### src/rtl/next_line_prefetch_buffer_if.sv
// Line-granular read/write/resp handshake shared by the L2 side and the pmem side.
// The requester uses master; the responder uses slave.
interface next_line_prefetch_buffer_if #(
  parameter int ADDR_WIDTH = 32,
  parameter int DATA_WIDTH = 256
);
  logic [ADDR_WIDTH-1:0] addr;
  logic [DATA_WIDTH-1:0] wdata;
  logic [DATA_WIDTH-1:0] rdata;
  logic                  read;
  logic                  write;
  logic                  resp;

  modport master (output addr, wdata, read, write, input rdata, resp);
  modport slave  (input addr, wdata, read, write, output rdata, resp);
endinterface

### src/rtl/next_line_prefetch_buffer.sv
// Pass-through between L2 and pmem. After every L2 read it prefetches the next
// sequential line into a one-entry buffer, so a later read of that line completes in one cycle.
module next_line_prefetch_buffer #(
  parameter int LINE_OFFSET = 5,
  parameter int ADDR_WIDTH  = 32
) (
  input  logic                         clk,
  input  logic                         rst,
  next_line_prefetch_buffer_if.slave   l2,
  next_line_prefetch_buffer_if.master  pmem
);
  localparam int TAG_W     = ADDR_WIDTH - LINE_OFFSET;
  localparam int LINE_BITS = 8 << LINE_OFFSET;

  typedef enum logic [2:0] {
    IDLE       = 3'd0,
    HIT_RESP   = 3'd1,
    FETCH      = 3'd2,
    PREFETCH   = 3'd3,
    WRITE_THRU = 3'd4
  } state_e;

  state_e                 state_q, state_d;
  logic [TAG_W-1:0]       buf_tag_q, buf_tag_d;
  logic [LINE_BITS-1:0]   buf_data_q, buf_data_d;
  logic                   buf_valid_q, buf_valid_d;
  logic [TAG_W-1:0]       pf_tag_q, pf_tag_d;

  logic [TAG_W-1:0]       l2_tag;
  logic                   hit;
  logic [LINE_BITS-1:0]   l2_rdata_o;
  logic                   l2_resp_o;
  logic [ADDR_WIDTH-1:0]  pmem_addr_o;
  logic [LINE_BITS-1:0]   pmem_wdata_o;
  logic                   pmem_read_o;
  logic                   pmem_write_o;

  assign l2_tag = l2.addr[ADDR_WIDTH-1:LINE_OFFSET];
  assign hit    = buf_valid_q && (l2_tag == buf_tag_q);

  always_ff @(posedge clk or posedge rst) begin
    if (rst) begin
      state_q     <= IDLE;
      buf_tag_q   <= '0;
      buf_data_q  <= '0;
      buf_valid_q <= 1'b0;
      pf_tag_q    <= '0;
    end else begin
      state_q     <= state_d;
      buf_tag_q   <= buf_tag_d;
      buf_data_q  <= buf_data_d;
      buf_valid_q <= buf_valid_d;
      pf_tag_q    <= pf_tag_d;
    end
  end

  always_comb begin
    state_d      = state_q;
    buf_tag_d    = buf_tag_q;
    buf_data_d   = buf_data_q;
    buf_valid_d  = buf_valid_q;
    pf_tag_d     = pf_tag_q;
    l2_rdata_o   = '0;
    l2_resp_o    = 1'b0;
    pmem_addr_o  = '0;
    pmem_wdata_o = l2.wdata;
    pmem_read_o  = 1'b0;
    pmem_write_o = 1'b0;

    case (state_q)
      IDLE: begin
        if (l2.read) begin
          state_d = hit ? HIT_RESP : FETCH;
        end else if (l2.write) begin
          state_d = WRITE_THRU;
          // A write to the buffered line makes the copy stale.
          if (hit) buf_valid_d = 1'b0;
        end
      end
      HIT_RESP: begin
        l2_rdata_o = buf_data_q;
        l2_resp_o  = 1'b1;
        pf_tag_d   = buf_tag_q + TAG_W'(1);
        state_d    = PREFETCH;
      end
      FETCH: begin
        pmem_read_o = 1'b1;
        pmem_addr_o = {l2_tag, {LINE_OFFSET{1'b0}}};
        l2_rdata_o  = pmem.rdata;
        l2_resp_o   = pmem.resp;
        if (pmem.resp) begin
          pf_tag_d    = l2_tag + TAG_W'(1);
          buf_valid_d = 1'b0;
          state_d     = PREFETCH;
        end
      end
      PREFETCH: begin
        // Not abortable; new L2 requests wait here and are decoded in IDLE.
        pmem_read_o = 1'b1;
        pmem_addr_o = {pf_tag_q, {LINE_OFFSET{1'b0}}};
        if (pmem.resp) begin
          buf_data_d  = pmem.rdata;
          buf_tag_d   = pf_tag_q;
          buf_valid_d = 1'b1;
          state_d     = IDLE;
        end
      end
      WRITE_THRU: begin
        pmem_write_o = 1'b1;
        pmem_addr_o  = l2.addr;
        l2_resp_o    = pmem.resp;
        if (pmem.resp) state_d = IDLE;
      end
      default: state_d = IDLE;
    endcase

    // Outputs go quiet the moment reset is asserted, not at the next edge.
    if (rst) begin
      l2_rdata_o   = '0;
      l2_resp_o    = 1'b0;
      pmem_addr_o  = '0;
      pmem_wdata_o = '0;
      pmem_read_o  = 1'b0;
      pmem_write_o = 1'b0;
    end
  end

  assign l2.rdata   = l2_rdata_o;
  assign l2.resp    = l2_resp_o;
  assign pmem.addr  = pmem_addr_o;
  assign pmem.wdata = pmem_wdata_o;
  assign pmem.read  = pmem_read_o;
  assign pmem.write = pmem_write_o;
endmodule

### src/flat_wrapper.sv
// flat-port wrapper written by rule: the top's interface ports become plain ports
module next_line_prefetch_buffer_flat 
#(
  parameter int LINE_OFFSET = 5,
  parameter int ADDR_WIDTH  = 32
)
  (clk, rst, l2_addr, l2_wdata, l2_read, l2_write, l2_rdata, l2_resp, pmem_addr, pmem_wdata, pmem_read, pmem_write, pmem_rdata, pmem_resp);
  next_line_prefetch_buffer_if #(.ADDR_WIDTH(ADDR_WIDTH)) l2_i ();
  next_line_prefetch_buffer_if #(.ADDR_WIDTH(ADDR_WIDTH)) pmem_i ();
  input  logic clk;
  input  logic rst;
  input wire logic [$bits(l2_i.addr)-1:0] l2_addr;
  input wire logic [$bits(l2_i.wdata)-1:0] l2_wdata;
  input wire logic [$bits(l2_i.read)-1:0] l2_read;
  input wire logic [$bits(l2_i.write)-1:0] l2_write;
  output wire logic [$bits(l2_i.rdata)-1:0] l2_rdata;
  output wire logic [$bits(l2_i.resp)-1:0] l2_resp;
  output wire logic [$bits(pmem_i.addr)-1:0] pmem_addr;
  output wire logic [$bits(pmem_i.wdata)-1:0] pmem_wdata;
  output wire logic [$bits(pmem_i.read)-1:0] pmem_read;
  output wire logic [$bits(pmem_i.write)-1:0] pmem_write;
  input wire logic [$bits(pmem_i.rdata)-1:0] pmem_rdata;
  input wire logic [$bits(pmem_i.resp)-1:0] pmem_resp;
  assign l2_i.addr = l2_addr;
  assign l2_i.wdata = l2_wdata;
  assign l2_i.read = l2_read;
  assign l2_i.write = l2_write;
  assign l2_rdata = l2_i.rdata;
  assign l2_resp = l2_i.resp;
  assign pmem_addr = pmem_i.addr;
  assign pmem_wdata = pmem_i.wdata;
  assign pmem_read = pmem_i.read;
  assign pmem_write = pmem_i.write;
  assign pmem_i.rdata = pmem_rdata;
  assign pmem_i.resp = pmem_resp;
  next_line_prefetch_buffer #(.LINE_OFFSET(LINE_OFFSET), .ADDR_WIDTH(ADDR_WIDTH)) u_core (.clk(clk), .rst(rst), .l2(l2_i), .pmem(pmem_i));
endmodule
### config.mk
export PLATFORM = sky130hd
export DESIGN_NAME = next_line_prefetch_buffer_flat
export DESIGN_NICKNAME = d
export VERILOG_FILES = /design/src/rtl/next_line_prefetch_buffer_if.sv /design/src/rtl/next_line_prefetch_buffer.sv /design/src/flat_wrapper.sv
export SDC_FILE = /design/constraint.sdc
export NUM_CORES = 1
export LEC_CHECK = 0
export ABC_AREA = 1
export CORE_AREA = 4 4 419 421
export DETAILED_ROUTE_END_ITERATION = 16
export DIE_AREA = 0 0 423 425
export SLEW_MARGIN = 5
export SYNTH_ARGS = -nofsm -noshare
export SYNTH_HDL_FRONTEND = slang
export SYNTH_SLANG_ARGS = --single-unit
### constraint.sdc
create_clock -name clk -period 14.8 [get_ports clk]
set_clock_uncertainty 0.2 [all_clocks]
set_input_delay 1.48 -clock clk [delete_from_list [all_inputs] [get_ports clk]]
set_output_delay 1.48 -clock clk [all_outputs]
set_load 0.005 [all_outputs]
==> results of run 1 <==
power by group through the flow:
stage	logic (mW)	clock network, mW	registers, mW
after floorplan	1.31	0	1.42
after global placement	2.36	0	1.46
after detailed placement	2.38	0	1.48
after CTS	2.39	1.22	1.47
after global routing	2.60	1.24	1.52
final	2.38	1.18	1.47
cell families (layout without fill, tap and decap cells):
kind of cell               after synthesis  count (layout)  share of synthesized area (%)
DFF                                    314             314                           39.8
AOI/OAI and AO/OA                      325             325                           8.70
xor gates and xnor gates                19              19                          0.842
and+or+nand+nor                       1661            1661                           33.3
muxes                                  116             116                           6.61
adders and majority gates                1               1                         0.0633
other                                    0              44                              0
buffers and inverters                  533            1533                           10.7
path summary, 6_finish.rpt:
kind / startpoint / endpoint
max in group asynchronous: rst / u_core.buf_data_q[251]$_DFFE_PP0P_
setup / recovery: u_core.state_q[2]$_DFFE_PP0P_ / l2_rdata[156]
hold / removal: u_core.buf_data_q[165]$_DFFE_PP0P_ / u_core.buf_data_q[165]$_DFFE_PP0P_
setup reg to reg: u_core.state_q[0]$_DFFE_PP0P_ / u_core.pf_tag_q[10]$_DFFE_PP0P_
hold reg to reg: u_core.buf_data_q[165]$_DFFE_PP0P_ / u_core.buf_data_q[165]$_DFFE_PP0P_
min in group asynchronous: rst / u_core.buf_data_q[187]$_DFFE_PP0P_
metal layers:
metal | share of wire, % | up-vias | global-route usage, %
li1 | - | 11200 | -
met5 | 0.49 | - | 0.806
met1 | 40 | 11800 | 19.2
met2 | 44 | 1326 | 23.8
met4 | 2.8 | 70 | 4.59
met3 | 13 | 281 | 8.36
cell type report:
| class | count | area [um^2] |
|---|---|---|
| antenna | 44 | 110 |
| multi-input combinational | 2122 | 9820 |
| tap | 2310 | 2890 |
| clock buffer | 60 | 1240 |
| inverter | 330 | 1250 |
| fill | 19100 | 137000 |
| timing repair buffer | 1120 | 11200 |
| sequential | 314 | 7860 |
| clock inverter | 23 | 323 |
registers in the layout (all words and copies together), names as in the netlist:
register / count
u_core.buf_data_q: 256
u_core.buf_tag_q: 27
u_core.buf_valid_q: 1
u_core.pf_tag_q: 27
u_core.state_q: 3
worst min-delay path: stages (launching register included):
cell     delay (ns)
dfrtp_1        0.34
nand2_1        0.05
nand2_1        0.05
cells in the final DEF, fill, tap and decap left out, types with 8 or more instances in the layout:
master	netlist	routed
mux2_2	116	116
dfrtp_1	314	314
diode_2	0	44
nor3_1	8	8
inv_1	325	324
nor2_1	341	341
clkinv_2	0	8
o21ai_1	13	13
xor2_1	17	17
clkbuf_16	0	45
nand4_1	9	9
buf_4	3	23
o21ai_0	14	14
clkdlybuf4s50_1	0	1093
clkbuf_1	114	9
nand3_1	204	204
a21oi_1	258	258
a22oi_1	28	28
nand2_1	1084	1083
metrics by stage:
step	total power, mW	instance area (um^2)	setup WS, ns
after floorplan	2.74	19800	3.87
after global placement	3.82	33000	8.63
after detailed placement	3.86	33000	8.57
after CTS	5.08	34600	8.20
after global routing	5.36	34600	8.01
final	5.03	34700	8.23
==> results.md, run 1 <==
- Die Width: 423 um
- Inserted Clock Buffers: 45
- Register area share after synthesis: 39.8%
- Post-DR vias/cell: 3.91
- DPL Wire Length: 122 mm
- Cts hold-fix bufs: 0
- Top_reg_cell synth: dfrtp_1
- Skew-Pair Late Insertion Delay: 0.64 ns
- Post-synthesis cell count: 2969
- First-pass GRT wire length: 199 mm
- Psw: 2.07 mW
- Top cells by area in the synthesized netlist: dfrtp_1, nand2_1, mux2_2, a21oi_1, nor2_1
- Initial antenna violation count: 120
- Slowest cell on the critical path: buf_4
- Post-CTS Setup Repair Bufs: 0
- Pint: 2.96 mW
- Worst VDD drop: 83.5 uV
- Final setup fails: 0
- R2R setup slack: 11.01 ns
- Critical Path Stages: 9
- MaxCap Viol Count: 0
- Post-synth EDFFs: 0
- Grt ovf: 0
- ANT nets after route: 0
- Clock root cell: clkbuf_16
- Post-synth top cells: nand2_1, nor2_1, inv_1, dfrtp_1, a21oi_1
- Status: finished clean
- Clock power frac: 23.4%
- I/O Pins: 1096
- Drt first pass iters: 6
- Cell Pwr Density: 145 nW/um^2
- Sequential power share: 29.3%
- Setup CP Type: reg -> out
- Critical-path cell list: inv_2 > nand2_2 > nor2_4 > buf_4 > buf_4 > buf_4 > nand2_1 > a21oi_1 > clkdlybuf4s50_1
- Count of cell types in the netlist: 33
- Routability cong.: 1.24
- Htree depth: 2
- CP Buf/Inv Count: 5
- Maximum root-to-sink buffer count: 3
- Unrepaired setup endpoints after global routing: no
- Syn-to-layout area delta: 75.4%
- Hold WS: 0.270 ns
- CP Launch Type: flop
- Max_slew headroom: 19.7%
- Total GRT Usage: 15.7%
- Final core occ: 20.2%
- Initial core utilization: 11.5%
- Yosys warns: 0
- #FFs+latches synth: 314
- Synth top area share: 39.8%
- Top-count cell post-synth: nand2_1
- Pins Over Slew Limit: 0
- Post-Syn Area per Cell: 6.66 um^2
- Cells after DPL: 6196
- Delay-heaviest family, CP: buffers and inverters
- DR vias: 24700
- Die height: 425 um
- Post-synth top area cell: dfrtp_1
- Crit path top cell by count: buf_4
- CTS tree: yes
- Worst hold stages: 2
- Share of cells above drive strength 1: 6.05%
- Post_cts resized: 0
- Vias in the first global route: 23200
- Setup TNS: 0 ns
- Site row count: 152
- Asr flop ratio synth: 100%
- Core Area: 171000 um^2
- I/O Buffers: 1095
- DR WL/cell: 23.7 um
- Period utilisation layout: 44.4%
- Min-Delay Path Class: reg -> reg
- Starting DRC count in detailed routing: 2491
- Synthesized net count: 3519
- Comb pwr share: 47.3%
- Clock-pin slew on the worst setup and hold paths: 0.06 ns
- Clock sinks: 314
- Crit path time final: 6.57 ns
- Nets@finish: 4483
- Critical Path Fanout Max: 73
- R2R depth: 10
- DIE AREA: 180000 um^2
- Maximum clock rate: 0.152 GHz
- Slowest stage delay, CP: 0.78 ns
- Least-Margin Pin Slew: 1.21 ns
- Worst Path Arrival: 4.89 ns
- Remaining DRCs: 0
- Post-Syn Area: 19800 um^2
- Switching Share: 41.1%
- Final Hold Viols: 0
- Final cell count without fillers: 6323
- WP data required: 13.12 ns
- Routed Wire Length: 150 mm
- Largest net degree at the start of global routing: 166
- Crit end category: primary output
- Leakage: 14.7 nW
Note: power is estimated with default switching activity, not from simulation.
==> inputs of run 2 (changes only) <==
- CORE_AREA: 4 4 419 421 -> 4 4 429 431
- DIE_AREA: 0 0 423 425 -> 0 0 433 435
- clock period: 14.8 -> 5.95 ns (I/O delays scaled with it)
==> run 2 against run 1 <==
  * Sequential power grew to 2.5 times the previous value
  * Non-clock buffer count is the same
  * Flip-flop and latch count is the same
  * Sequential share of layout area shrank 0.13 points
  * Via count shrank 1.6%
==> results.md, run 2 (same netlist as run 1, synthesis figures left out) <==
- Pins Over Slew Limit: 0 (unchanged)
- Remaining DRCs: 0 (unchanged)
- Maximum clock rate: 0.228 GHz
- Nets@finish: 4484 (+0.022%)
- Status: finished clean
- Most frequent cells in the layout: clkdlybuf4s50_1, nand2_1, nor2_1, inv_1, dfrtp_1
- Starting DRC count in detailed routing: 2075 (-17%)
- MaxCap Viol Count: 0 (unchanged)
- Skew-Pair Late Insertion Delay: 0.65 ns (about the same)
- Htree depth: 2 (unchanged)
- ANT nets after route: 0 (unchanged)
- CP Launch Type: flop
- Post-DR vias/cell: 3.81 (-2.4%)
- Initial antenna violation count: 98 (-18%)
- DIE AREA: 188000 um^2 (+4.8%)
- Inserted Clock Buffers: 46 (+2.2%)
- Share of cells above drive strength 1: 6.15% (+0.10 points)
- Final Hold Viols: 0 (unchanged)
- Min-Delay Path Class: in -> async
- Site row count: 156 (+2.6%)
- Post_cts resized: 0 (unchanged)
- Clock sinks: 314 (unchanged)
- Finished Cell Area: 34900 um^2 (+0.56%)
- Largest register by flop count: u_core.buf_data_q
- Leakage: 14.8 nW (+0.27%)
- Routed Wire Length: 160 mm (+6.3%)
- Crit end category: primary output
- Critical Path Fanout Max: 28 (-62%)
- Cts hold-fix bufs: 0 (unchanged)
- R2R setup slack: 2.17 ns (-8.84 ns)
- Worst Path Arrival: 3.60 ns (-1.29 ns)
- Origin of the critical flop-to-flop path: u_core.state_q[2]$_DFFE_PP0P_
- Fill cell count: 20400 (+6.4%)
- Placed cell area: 33200 um^2 (+0.63%)
- Pwr Total: 12.7 mW (+150%)
- Setup TNS: 0 ns (unchanged)
- Clock-pin slew on the worst setup and hold paths: 0.06 ns (about the same)
- R2R depth: 6 (-4)
- Die Width: 433 um (+2.4%)
- DPL Wire Length: 131 mm (+7.7%)
- Vias in the first global route: 23400 (+1.2%)
- Max_slew headroom: 23.9% (+4.3 points)
- Final setup fails: 0 (unchanged)
- Biggest regs: u_core.buf_data_q: 256 flops, u_core.buf_tag_q: 27 flops, u_core.pf_tag_q: 27 flops
- Crit path time final: 4.39 ns
- Total GRT Usage: 16.2% (+0.49 points)
- Clock root cell: clkbuf_16
- Max reg flops: 256 (unchanged)
- Largest net degree at the start of global routing: 188 (+13%)
- Worst VDD drop: 226 uV (+170%)
- I/O Pins: 1096 (unchanged)
- I/O Buffers: 1095 (unchanged)
- Grt ovf: 0 (unchanged)
- Initial core utilization: 11.0% (-0.56 points)
- Routability cong.: 0.978 (-21%)
- Die height: 435 um (+2.4%)
- DR vias: 24300 (-1.6%)
- Maximum root-to-sink buffer count: 3 (unchanged)
- Hold WS: 0.135 ns (-0.135 ns)
- Core Area: 180000 um^2 (+5.1%)
- Cell Pwr Density: 364 nW/um^2 (+150%)
- Most common cell after layout, fill and taps aside: clkdlybuf4s50_1
- Critical path origin: u_core.state_q[1]$_DFFE_PP0P_
- Post-CTS Setup Repair Bufs: 0 (unchanged)
- Least-Margin Pin Slew: 1.14 ns (-0.0644 ns)
- Period utilisation layout: 73.8%
- CTS tree: yes
- Setup CP Type: reg -> out
- Drt first pass iters: 6 (unchanged)
- DR WL/cell: 25.0 um (+5.4%)
- First-pass GRT wire length: 211 mm (+5.9%)
- WP data required: 5.16 ns (-7.96 ns)
- Syn-to-layout area delta: 76.4%
- Unrepaired setup endpoints after global routing: no
run 2: worst paths after layout:
path | to
min | u_core.buf_data_q[188]$_DFFE_PP0P_
max | pmem_addr[27]
min reg2reg | u_core.buf_data_q[162]$_DFFE_PP0P_
max reg2reg | u_core.buf_data_q[4]$_DFFE_PP0P_
max in group asynchronous | u_core.buf_data_q[160]$_DFFE_PP0P_
min in group clk | u_core.buf_data_q[123]$_DFFE_PP0P_
run 2: metal layers:
layer,routed length (um),GRT usage (%)
met1,64700,19.4
met2,73100,26.1
met3,16400,7.23
met4,4810,5.06
met5,477,0
run 2: stage by stage:
stage / std cells / util (%) / worst slack, ns
after floorplan: 2969 / - / 0.352
after global placement: 6256 / 18.4 / 2.12
after detailed placement: 6256 / 18.4 / 2.12
after CTS: 6338 / 19.3 / 1.45
after global routing: 6357 / 19.3 / 1.24
final: 6376 / 19.4 / 1.56
run 2: power breakdown:
group	leakage, nW	switching [mW]	total [mW]	internal, mW
clock	0.771	1.22	2.96	1.74
combinational	10.1	3.44	6.02	2.58
sequential	3.91	0.619	3.73	3.11
run 2: critical path, cell delays in order (launching register included):
cell             delay (ns)
dfrtp_1                0.52
nor2_1                 0.17
inv_1                  0.07
nor2_1                 0.42
inv_1                  0.15
nand2_1                0.73
a22oi_1                0.15
nor2_1                 0.18
clkdlybuf4s50_1        0.57
run 2: final cells by class:
| class | count | area [um^2] | area share [%] |
|---|---|---|---|
| clock buffers | 54 | 1220 | 3.50 |
| flip-flops and latches | 314 | 7860 | 22.5 |
| multi-input cells | 2122 | 9820 | 28.2 |
| inverters | 330 | 1240 | 3.56 |
| clock inverters | 28 | 347 | 0.994 |
| well taps | 2370 | 2970 | 8.50 |
| repair buffers | 1120 | 11300 | 32.5 |
| diodes | 38 | 95.1 | 0.273 |
==> inputs of run 3 (changes only) <==
- clock period: 5.95 -> 4 ns (I/O delays scaled with it)
==> run 3 against run 2 <==
  * Register-to-register slack worse by 1.3 ns
  * Setup slack lost 1.4 ns
  * Combinational power rose by 57%
  * Flip-flop and latch count did not move
  * Wire length is 12% higher
  * Clock power up 46%
  * Die area stayed put
  * Hold slack worse by 0.080 ns
  * Largest cell class unchanged
==> results.md, run 3 (same netlist as run 1, synthesis figures left out) <==
- Setup CP Type: reg -> out
- Largest register by flop count: u_core.buf_data_q
- Routed Wire Length: 179 mm (+12%)
- Share of cells above drive strength 1: 7.55% (+1.4 points)
- ANT nets after route: 0 (unchanged)
- Max reg flops: 256 (unchanged)
- Most frequent cells in the layout: clkdlybuf4s50_1, nand2_1, nor2_1, inv_1, dfrtp_1
- Max_slew headroom: 16.4% (-7.5 points)
- Inserted Clock Buffers: 45 (-2.2%)
- Comb pwr share: 48.9% (+1.6 points)
- I/O Pins: 1096 (unchanged)
- DR WL/cell: 27.8 um (+11%)
- Clock root cell: clkbuf_16
- I/O Buffers: 1095 (unchanged)
- Core Area: 180000 um^2 (unchanged)
- Critical Path Fanout Max: 46 (+64%)
- Die height: 435 um (unchanged)
- Post-DR vias/cell: 3.85 (+1.1%)
- Status: finished clean
- Remaining DRCs: 0 (unchanged)
- CTS tree: yes
- Crit path time final: 3.87 ns
- DR vias: 24800 (+1.9%)
- Syn-to-layout area delta: 79.4%
- Maximum root-to-sink buffer count: 3 (unchanged)
- Skew-Pair Late Insertion Delay: 0.63 ns (-0.02 ns)
- Pins Over Slew Limit: 0 (unchanged)
- Period utilisation layout: 96.7%
- Die Width: 433 um (unchanged)
- Initial core utilization: 11.0% (unchanged)
- Grt ovf: 0 (unchanged)
- Worst VDD drop: 367 uV (+62%)
- Final Hold Viols: 0 (unchanged)
- Critical-path cell list: inv_2 > nand2_2 > nor2_4 > buf_12 > buf_12 > nand2_1 > a21oi_1 > clkdlybuf4s50_1
- Crit path top cell by count: buf_12
- Setup TNS: 0 ns (unchanged)
- Largest net degree at the start of global routing: 157 (-16%)
- Cts hold-fix bufs: 0 (unchanged)
- Drt first pass iters: 5 (-1)
- CP Launch Type: flop
- Final core occ: 19.7% (+0.33 points)
- Clock-pin slew on the worst setup and hold paths: 0.06 ns (about the same)
- Hold WS: 0.0558 ns (-0.0796 ns)
- DIE AREA: 188000 um^2 (unchanged)
- Clock sinks: 314 (unchanged)
- Pint: 11.3 mW (+51%)
- Site row count: 156 (unchanged)
- Delay-heaviest family, CP: buffers and inverters
- Vias in the first global route: 23500 (+0.11%)
- Unrepaired setup endpoints after global routing: no
- Starting DRC count in detailed routing: 2427 (+17%)
- Slowest stage delay, CP: 0.62 ns (-0.11 ns)
- Nets@finish: 4544 (+1.3%)
- Psw: 8.04 mW (+52%)
- Crit end category: primary output
- DPL Wire Length: 150 mm (+14%)
- Total GRT Usage: 18.1% (+1.9 points)
- Switching Share: 41.7% (+0.16 points)
- Most common cell after layout, fill and taps aside: clkdlybuf4s50_1
- Final setup fails: 0 (unchanged)
- Initial antenna violation count: 106 (+8.2%)
- WP data required: 3.40 ns (-1.76 ns)
- Htree depth: 2 (unchanged)
- First-pass GRT wire length: 230 mm (+9.0%)
- Least-Margin Pin Slew: 1.25 ns (+0.113 ns)
- Cell Pwr Density: 544 nW/um^2 (+49%)
- Maximum clock rate: 0.258 GHz
- MaxCap Viol Count: 0 (unchanged)
- Routability cong.: 0.990 (+1.2%)
- CP Buf/Inv Count: 4 (+1)
- Slowest cell on the critical path: clkdlybuf4s50_1
- Sequential power share: 28.8% (-0.6 points)
- Clock power frac: 22.3% (-1.0 points)
- Biggest regs: u_core.buf_data_q: 256 flops, u_core.buf_tag_q: 27 flops, u_core.pf_tag_q: 27 flops
- Leakage: 15.1 nW (+2.3%)
- Min-Delay Path Class: in -> reg
- Pwr Total: 19.3 mW (+52%)
- Worst Path Arrival: 3.27 ns (-0.33 ns)
-- run 3: worst min-delay path, delay by kind of cell --
kind | cells | cell delay [ns]
simple gates | 2 | 0.22
buf+inv | 1 | 0.20
-- run 3: metal layers --
layer  global-route usage, %  vias to the layer above  routed length, um
met1                    18.3                    12100              59600
met5                       0                        -                287
met3                    4.97                      268              13600
met2                    35.3                     1097              98500
li1                        -                    11300                  -
met4                    6.28                       44               6780
-- run 3: metrics by stage --
stage | cell area (um^2) | cells | setup WS [ns]
2_1_floorplan | 19800 | 2969 | -1.27
3_3_place_gp | 33800 | 6315 | 0.561
3_5_place_dp | 33800 | 6315 | 0.552
4_1_cts | 35300 | 6396 | 0.0399
5_1_grt | 35400 | 6412 | 0.0109
6_report | 35500 | 6432 | 0.131
-- run 3: repair_timing --
| action | CTS | global route |
|---|---|---|
| resized for setup | 5 | 6 |
| gates cloned | 0 | 1 |
| setup endpoints to repair | 11 | 29 |
| buffers inserted | 2 | 0 |
| pin swaps | 1 | 0 |
-- run 3: path summary, 6_finish.rpt --
kind,start,endpoint,slack (ns),depth (start not counted)
min,pmem_resp,u_core.buf_data_q[122]$_DFFE_PP0P_,0.06,3
min in group asynchronous,rst,u_core.buf_data_q[60]$_DFFE_PP0P_,0.60,4
max,u_core.state_q[2]$_DFFE_PP0P_,l2_rdata[124],0.13,8
max in group asynchronous,rst,u_core.buf_tag_q[10]$_DFFE_PP0P_,1.91,5
max reg2reg,u_core.state_q[2]$_DFFE_PP0P_,u_core.pf_tag_q[26]$_DFFE_PP0P_,0.86,16
min reg2reg,u_core.buf_data_q[171]$_DFFE_PP0P_,u_core.buf_data_q[171]$_DFFE_PP0P_,0.27,2
-- run 3: layout make-up --
| class | instances | area (um^2) |
|---|---|---|
| clock buffers | 62 | 1290 |
| well taps | 2370 | 2970 |
| flip-flops and latches | 314 | 7860 |
| fillers | 20300 | 145000 |
| repair buffers | 1181 | 11900 |
| diodes | 35 | 87.6 |
| clock inverters | 18 | 228 |
| inverters | 330 | 1240 |
| multi-input cells | 2122 | 9840 |
-- run 3: power by group through the flow --
stage	registers [mW]	logic [mW]	clock network (mW)
after floorplan	5.27	4.85	0
after global placement	5.54	9.39	0
after detailed placement	5.57	9.44	0
after CTS	5.53	9.50	4.51
after global routing	5.70	10.3	4.59
final	5.56	9.43	4.31
